<file path="config.mk">
export PLATFORM = sky130hd
export DESIGN_NAME = fnd_time_display
export DESIGN_NICKNAME = d
export VERILOG_FILES = /design/src/rtl/fnd_time_display.sv
export SDC_FILE = /design/constraint.sdc
export NUM_CORES = 1
export LEC_CHECK = 0
export ABC_AREA = 1
export BUFFER_PORTS_ARGS = -buffer_cell sky130_fd_sc_hd__buf_2
export CAP_MARGIN = 10
export CORE_MARGIN = 2
export CORE_UTILIZATION = 24
export CTS_BUF_LIST = sky130_fd_sc_hd__clkbuf_4 sky130_fd_sc_hd__clkbuf_8 sky130_fd_sc_hd__clkbuf_16
export CTS_CLUSTER_SIZE = 14
export DETAILED_ROUTE_END_ITERATION = 10
export GPL_ROUTABILITY_DRIVEN = 0
export GPL_TIMING_DRIVEN = 0
export HOLD_SLACK_MARGIN = 0.03
export PLACE_DENSITY_LB_ADDON = 0.25
export SYNTH_ARGS = -nofsm -noshare
export SYNTH_HDL_FRONTEND = slang
export SYNTH_SLANG_ARGS = --single-unit
</file>
<file path="constraint.sdc">
create_clock -name clk -period 12.5 [get_ports clk]
set_input_delay 0.625 -clock clk [delete_from_list [all_inputs] [get_ports clk]]
set_output_delay 0.625 -clock clk [all_outputs]
set_load 0.01 [all_outputs]
</file>
<file path="src/rtl/fnd_time_display.sv">
// fnd_time_display: scans a 4-digit common-anode 7-segment display with
// stopwatch time. sw_mode=0 shows sec.msec, sw_mode=1 shows hour.min.
// A separator dot on digit 2 blinks at 1 Hz, derived from msec.
// Optional feature macro: LEADING_ZERO_BLANK_EN blanks digit 3 when it is 0.
module fnd_time_display #(
  parameter int unsigned CLK_FREQ = 100_000_000,
  parameter int unsigned SCAN_HZ  = 1_000
) (
  input  logic       clk,
  input  logic       rst,
  input  logic       sw_mode,
  input  logic [6:0] msec,
  input  logic [5:0] sec,
  input  logic [5:0] min,
  input  logic [4:0] hour,
  output logic [3:0] fnd_com,
  output logic [7:0] fnd_data
);

  localparam int unsigned DIV = CLK_FREQ / SCAN_HZ;
  localparam int unsigned CNT_W = $clog2(DIV);
  localparam logic [CNT_W-1:0] CNT_MAX = CNT_W'(DIV - 1);

  logic [CNT_W-1:0] tick_cnt;
  logic [1:0]       digit_sel;
  logic             tick;
  logic [1:0]       next_sel;
  logic [6:0]       pair_val;
  logic [3:0]       digit;
  logic [6:0]       seg;
  logic             dp;

  // Active-low gfedcba pattern for one decimal digit.
  function automatic logic [6:0] seg_code(input logic [3:0] d);
    case (d)
      4'd0:    seg_code = 7'h40;
      4'd1:    seg_code = 7'h79;
      4'd2:    seg_code = 7'h24;
      4'd3:    seg_code = 7'h30;
      4'd4:    seg_code = 7'h19;
      4'd5:    seg_code = 7'h12;
      4'd6:    seg_code = 7'h02;
      4'd7:    seg_code = 7'h78;
      4'd8:    seg_code = 7'h00;
      4'd9:    seg_code = 7'h10;
      default: seg_code = 7'h7F;
    endcase
  endfunction

  // Tens digit folded to 0..9 so out-of-range values still show two digits.
  function automatic logic [3:0] tens_of(input logic [6:0] v);
    tens_of = 4'((v / 7'd10) % 7'd10);
  endfunction

  function automatic logic [3:0] ones_of(input logic [6:0] v);
    ones_of = 4'(v % 7'd10);
  endfunction

  assign tick = (tick_cnt == CNT_MAX);

  // Select and encode the digit that becomes visible at the coming tick.
  always_comb begin
    // NOTE: every combinational output gets a value on every path, so no latch is inferred.
    next_sel = digit_sel + 2'd1;
    if (next_sel[1]) begin
      pair_val = sw_mode ? {2'b00, hour} : {1'b0, sec};
    end else begin
      pair_val = sw_mode ? {1'b0, min} : msec;
    end
    digit = next_sel[0] ? tens_of(pair_val) : ones_of(pair_val);
    seg   = seg_code(digit);
`ifdef LEADING_ZERO_BLANK_EN
    if ((next_sel == 2'd3) && (digit == 4'd0)) begin
      seg = 7'h7F;
    end
`endif
    // Dot lit during the first half of every second, on digit 2 only.
    dp = ~((next_sel == 2'd2) && (msec < 7'd50));
  end

  // Prescaler, scan sequencer and registered display outputs.
  always_ff @(posedge clk) begin
    // NOTE: non-blocking assignments keep every register sampling pre-edge values.
    if (rst) begin
      tick_cnt  <= '0;
      digit_sel <= 2'd0;
      fnd_com   <= 4'b1111;
      fnd_data  <= 8'hFF;
    end else begin
      if (tick) begin
        tick_cnt  <= '0;
        digit_sel <= next_sel;
        fnd_com   <= ~(4'b0001 << next_sel);
        fnd_data  <= {dp, seg};
      end else begin
        tick_cnt <= tick_cnt + 1'b1;
      end
    end
  end

endmodule
</file>
# Word-level counts from Yosys, hierarchy flattened
# Memory sizes are Yosys's and may differ from the RTL's. A register that Yosys moved wholly into a read port is not among the register bits.
# Index checks and enable logic that the tools add are counted.
[totals]
reg_bits = 31
romBits = 112
out_inout_bits = 12
memories = 1
[mem_list]
columns = ["name", "depth", "word_bits", "read_ports", "rd_ports_with_merged_regs", "write_ports", "line_no", "text"]
rows = [
  ["(no name shown)", 16, 7, 1, 1, 0, "35", "case (d)"],
]
[op_classes]
n_addsub = 2
n_div = 3
order_cmp = 1
n_eq_ne = 2
shifts = 1
mux = 4
n_bitwise = 2
n_reduce_logical = 2
[op_table]
columns = ["op", "count"]
rows = [
  ["$add 17x1->17 const B", 1],
  ["$eq 17x17->1 const B", 1],
  ["$mod 7x4->7 const B", 2],
  ["$mux 7", 2],
  ["$div 7x4->7 const B", 1],
  ["$lt 7x6->1 const B", 1],
  ["$mux 6", 1],
  ["$mux 4", 1],
  ["$not 4->4", 1],
  ["$shl 1x2->4 const A", 1],
  ["$add 2x1->2 const B", 1],
  ["$eq 2x2->1 const B", 1],
  ["$reduce_or 2->1", 1],
  ["$logic_and 1x1->1", 1],
  ["$not 1->1", 1],
]

# Logic depth before layout (Yosys ltp)
[logic_depth]
ltp_word = 5
ltp_mapped = 42

# Worst setup path before layout
# OpenSTA, ideal clock, no wires.
[synth_path]
kind = "flip-flop to flip-flop"
from = "register digit_sel[0]"
to = "register fnd_data[3]"
setup_time_ns = 0.114
arrival_ns = 4.263
t_required_ns = 12.386
setup_slack_ns = 8.122
path_stages_with_launch = 38
path_buffers = 2
path_cell_list = "dfxtp_1 > clkbuf_2 > inv_1 > ha_1 > buf_6 > inv_2 > nand3_1 > nand2_1 > nor2_2 > nand2_1 > nand2_1 > inv_1 > ha_1 > inv_1 > nand3_1 > nand2_1 > nand3_2 > a21oi_1 > (+2 left out) > nand2_1 > nand2_2 > nand4_4 > nand2_4 > nand2_1 > and2_1 > ha_1 > inv_1 > nand3_4 > nand3_4 > o21bai_1 > nand2_2 > inv_1 > ha_1 > nor2_1 > nor2_1 > nor2_2 > nor2_2"
[synth_between]
elab_cells_between_ends = 6
[synth_lines]
columns = ["item", "line_no", "text"]
rows = [
  ["start, declared", "25", "logic [1:0] digit_sel;"],
  ["start signal, assigned", "92", "digit_sel <= next_sel;"],
  ["$add 2x1->2", "64", "next_sel = digit_sel + 2'd1;"],
  ["net next_sel[0]", "27", "logic [1:0] next_sel;"],
  ["$mux 4", "70", "digit = next_sel[0] ? tens_of(pair_val) : ones_of(pair_val);"],
  ["end, declared", "17", "output logic [7:0] fnd_data"],
]
# The timed path passes the listed nets, and every way through them passes these cells.
# A chain may end at the register's enable or synchronous reset.

# Final worst setup path
# Same ends and word-level chain as after synthesis.

==> impl_results.html <==
<table>
<tr><th>Metric</th><th>Value</th></tr>
<tr><th colspan="2">Clocking</th></tr>
<tr><td>CTS Buf Count</td><td>5</td></tr>
<tr><td>Number of buffers inserted to repair setup after CTS</td><td>0</td></tr>
<tr><td>CTS H-Tree Depth</td><td>2</td></tr>
<tr><td>PostCTS Resize Cnt</td><td>0</td></tr>
<tr><td>Buffer cell driving the clock tree root</td><td>clkbuf_8</td></tr>
<tr><td>Maximum count of clock buffers along a single path</td><td>2</td></tr>
<tr><td>Clock tree from TritonCTS</td><td>done</td></tr>
<tr><td>Source-to-sink clock delay at the later pin of the worst-skew pair</td><td>290 ps</td></tr>
<tr><td>Reg clk slew, reported paths</td><td>70 ps</td></tr>
<tr><td>Number of clock sinks</td><td>31</td></tr>
<tr><td>Hold bufs inserted after CTS</td><td>0</td></tr>
<tr><th colspan="2">Job</th></tr>
<tr><td>Maximum capacitance violations</td><td>0</td></tr>
<tr><th colspan="2">STA</th></tr>
<tr><td>Hold violation total from the final report</td><td>0</td></tr>
<tr><td>Worst-margin pin slew</td><td>520 ps</td></tr>
<tr><td>Final worst clock skew</td><td>10.0 ps</td></tr>
<tr><td>Setup violation total in the final timing report</td><td>0</td></tr>
<tr><td>Setup TNS</td><td>0 ps</td></tr>
<tr><td>Achievable frequency</td><td>197 MHz</td></tr>
<tr><td>Minimum period implied by the final worst setup slack</td><td>5080 ps</td></tr>
<tr><td>Final clock period utilization by the worst path</td><td>0.406</td></tr>
<tr><td>Remaining max-slew budget at the tightest pin</td><td>0.653</td></tr>
<tr><td>RSZ-0062 raised after global routing</td><td>false</td></tr>
<tr><td>Worst Setup Slack, final</td><td>7420 ps</td></tr>
<tr><td>Number of max-slew violations in the final report</td><td>0</td></tr>
<tr><th colspan="2">Detailed routing</th></tr>
<tr><td>Average wire length per cell after detail routing</td><td>9.93 um</td></tr>
<tr><td>TritonRoute pass-1 iters</td><td>4</td></tr>
<tr><td>Overall routed net length</td><td>6020 um</td></tr>
<tr><td>Routed Antenna Nets</td><td>0</td></tr>
<tr><td>Via density per instance</td><td>4.29</td></tr>
<tr><td>Violation count after the first detailed-routing iteration</td><td>80</td></tr>
<tr><td>Remaining routing DRC violations</td><td>0</td></tr>
<tr><td>Via Count</td><td>2,597</td></tr>
<tr><th colspan="2">Synthesis</th></tr>
<tr><td>Commonest register cell after synthesis</td><td>dfxtp_1</td></tr>
<tr><td>Nets in the synthesized netlist</td><td>461</td></tr>
<tr><td>Mean cell area of the mapped netlist</td><td>6.25 sq um</td></tr>
<tr><td>Post-synthesis sequential element count</td><td>31</td></tr>
<tr><td>Async SR Flop Fraction</td><td>0</td></tr>
<tr><td>Top cell type's share of synthesized area</td><td>0.237</td></tr>
<tr><td>Post-synthesis compound-gate area fraction</td><td>0.0792</td></tr>
<tr><td>Synthesized cell area</td><td>2620 sq um</td></tr>
<tr><td>Synthesized instance count</td><td>420</td></tr>
<tr><td>Count of distinct cell types in the synthesized netlist</td><td>38</td></tr>
<tr><td>Top cell type by total area after synthesis</td><td>dfxtp_1</td></tr>
<tr><td>Mux share of post-synthesis cell area</td><td>0</td></tr>
<tr><td>Dominant combinational cell family by area after synthesis</td><td>simple AND/OR/NAND/NOR gates</td></tr>
<tr><td>Sequential cell area fraction in the yosys report</td><td>0.237</td></tr>
<tr><td>Synthesis warning total</td><td>0</td></tr>
<tr><td>Top post-synthesis cells by area</td><td>dfxtp_1 (24%), nand2_1 (17%), inv_1 (7.7%)</td></tr>
<tr><td>Post-Synth Adder-Cell Area</td><td>0.0668</td></tr>
<tr><td>Fraction of synthesized cell area in xor and xnor cells</td><td>0.0100</td></tr>
<tr><td>Count of flip-flops with a built-in enable after synthesis</td><td>0</td></tr>
<tr><td>Commonest cells post-synth</td><td>nand2_1 (121), inv_1 (54), nor2_1 (39)</td></tr>
<tr><td>Most instantiated library cell after synthesis</td><td>nand2_1</td></tr>
<tr><td>Area share of and/or/nand/nor cells after synthesis</td><td>0.493</td></tr>
<tr><th colspan="2">Finish</th></tr>
<tr><td>Total inserted antenna cells</td><td>0</td></tr>
<tr><td>Layout cells sized above 1</td><td>0.232</td></tr>
<tr><td>Sequential cell area</td><td>621 sq um</td></tr>
<tr><td>Nets@finish</td><td>506</td></tr>
<tr><td>FILL cells</td><td>1,233</td></tr>
<tr><td>Final design area excluding fillers</td><td>3080 sq um</td></tr>
<tr><td>Layout-stage area growth over the synthesis result</td><td>17.3%</td></tr>
<tr><td>Combined area of the multi-input logic cells</td><td>1700 sq um</td></tr>
<tr><th colspan="2">Critical path</th></tr>
<tr><td>CP Max Fanout</td><td>10</td></tr>
<tr><td>Data arrival, critical path</td><td>5260 ps</td></tr>
<tr><td>Delay of the slowest critical-path stage</td><td>380 ps</td></tr>
<tr><td>Data required time of the critical path</td><td>12,680 ps</td></tr>
<tr><td>Cell seen most often among critical-path stages</td><td>nand2_1</td></tr>
<tr><td>Slowest stage cell, crit path</td><td>dfxtp_1</td></tr>
<tr><td>Element type at the critical path end</td><td>register</td></tr>
<tr><td>Critical path startpoint category</td><td>register</td></tr>
<tr><td>Category of the critical setup timing path</td><td>register to register</td></tr>
<tr><th colspan="2">Floorplanning</th></tr>
<tr><td>CORE AREA</td><td>10,700 sq um</td></tr>
<tr><td>Width of the chip</td><td>109 um</td></tr>
<tr><td>Count of boundary I/O pins</td><td>39</td></tr>
<tr><td>Total Die Area</td><td>11,800 sq um</td></tr>
<tr><td>Initial Util</td><td>0.244</td></tr>
<tr><td>Die height</td><td>109 um</td></tr>
<tr><td>Standard-cell rows</td><td>38</td></tr>
<tr><th colspan="2">GRT</th></tr>
<tr><td>Number of global-route vias before repair</td><td>2,427</td></tr>
<tr><td>Overflow left after global routing</td><td>0</td></tr>
<tr><td>Pin count of the biggest net entering global routing</td><td>11</td></tr>
<tr><td>Initial antenna violation count</td><td>0</td></tr>
<tr><td>Total GRT Usage</td><td>0.108</td></tr>
<tr><td>First-pass GRT wire length</td><td>10,500 um</td></tr>
<tr><th colspan="2">Worst hold path</th></tr>
<tr><td>Worst Hold Class</td><td>register to register</td></tr>
<tr><th colspan="2">Placement</th></tr>
<tr><td>Buffers on Ports</td><td>38</td></tr>
<tr><td>Post-Place Worst Slack</td><td>7400 ps</td></tr>
<tr><td>Instance area at placement</td><td>2990 sq um</td></tr>
<tr><td>DPL Wire Length</td><td>5020 um</td></tr>
<tr><th colspan="2">Run status</th></tr>
<tr><td>Outcome</td><td>finished clean</td></tr>
<tr><th colspan="2">Power</th></tr>
<tr><td>Total power per unit cell area</td><td>83.8 nW/um^2</td></tr>
<tr><td>Leakage Power</td><td>1.48 nW</td></tr>
<tr><td>Worst vdd ir</td><td>0.0338 mV</td></tr>
</table>
==> cell usage in the layout (no fill, tap or decap), types with 2 or more instances in the layout <==
| master | Yosys | final |
|---|---|---|
| nand2_1 | 121 | 121 |
| inv_1 | 54 | 54 |
| nor2_1 | 39 | 39 |
| buf_2 | 0 | 38 |
| nand3_1 | 37 | 37 |
| dfxtp_1 | 31 | 31 |
| a21oi_1 | 17 | 17 |
| nand2_2 | 15 | 15 |
| ha_1 | 14 | 14 |
| inv_2 | 11 | 11 |
| nor2_2 | 11 | 11 |
| nand4_1 | 8 | 8 |
| nor3_1 | 7 | 7 |
| o21ai_0 | 6 | 6 |
| nand3_2 | 5 | 5 |
| clkbuf_8 | 0 | 5 |
| o21ai_1 | 4 | 4 |
| nor4_1 | 4 | 4 |
| or2_2 | 4 | 4 |
| buf_6 | 3 | 3 |
| nand3_4 | 3 | 3 |
| nand2_4 | 3 | 3 |
| xor2_1 | 2 | 2 |
| nor2_4 | 2 | 2 |
| o21bai_1 | 2 | 2 |
| clkbuf_1 | 2 | 2 |
| nor3b_1 | 2 | 2 |
==> cell families after synthesis <==
| group | after synthesis |
|---|---|
| simple gates | 264 |
| compound gates | 35 |
| flops | 31 |
| fa+ha+maj | 14 |
| xor+xnor | 3 |
| buf+inv | 73 |
==> state kept, by name (all words and copies together), names as in the netlist <==
register / cells
fnd_com: 4
tick_cnt: 17
digit_sel: 2
fnd_data: 8
==> final timing paths <==
| kind | depth (start not counted) | endpoint | slack [ps] | startpoint |
|---|---|---|---|---|
| worst max register to register | 37 | fnd_data[3]$_SDFFE_PP1P_ | 7420 | digit_sel[0]$_SDFFE_PP0P_ |
| worst min-delay path | 2 | tick_cnt[6]$_SDFF_PP0_ | 460 | tick_cnt[6]$_SDFF_PP0_ |
| worst min register to register | 2 | tick_cnt[6]$_SDFF_PP0_ | 460 | tick_cnt[6]$_SDFF_PP0_ |
| worst max-delay path | 37 | fnd_data[3]$_SDFFE_PP1P_ | 7420 | digit_sel[0]$_SDFFE_PP0P_ |
==> critical path: cells and delay by family, from the launching register on <==
family / cells / cell delay [ps]
fa+ha+maj: 4 / 980
buf+inv: 8 / 860
simple gates: 24 / 2580
compound gates: 1 / 150
flops: 1 / 380
==> routing by layer <==
metal  GRT usage  vias up  wire [um]
met5           0        -          0
met4      0.0330        0         71
met3      0.0163        7        128
met2       0.198       23       2970
met1       0.130     1150       2840
li1            -     1417          -
==> per-stage QoR <==
stage	total power, mW	hold slack [ps]	std cells	util
2_1_floorplan	0.164	430	420	-
3_3_place_gp	0.181	447	598	0.278
3_5_place_dp	0.182	456	598	0.278
4_1_cts	0.261	466	606	0.286
5_1_grt	0.279	483	606	0.286
6_report	0.258	462	606	0.286
==> report_power, final <==
group | switching (mW) | internal (mW) | total [mW]
clock network | 0.0377 | 0.0410 | 0.0787
registers | 0.000750 | 0.0996 | 0.100
logic | 0.0508 | 0.0281 | 0.0789
total | 0.0892 | 0.169 | 0.258
==> area by class of cell <==
type                    count  area share
plain buffers               7      0.0175
clock buffers               6      0.0248
clock inverters             2     0.00407
inverters                  66      0.0805
multi-input cells         316       0.553
flip-flops and latches     31       0.202
well taps                 140      0.0569
repair buffers             38      0.0618
Power figures use the tool's default switching activity.
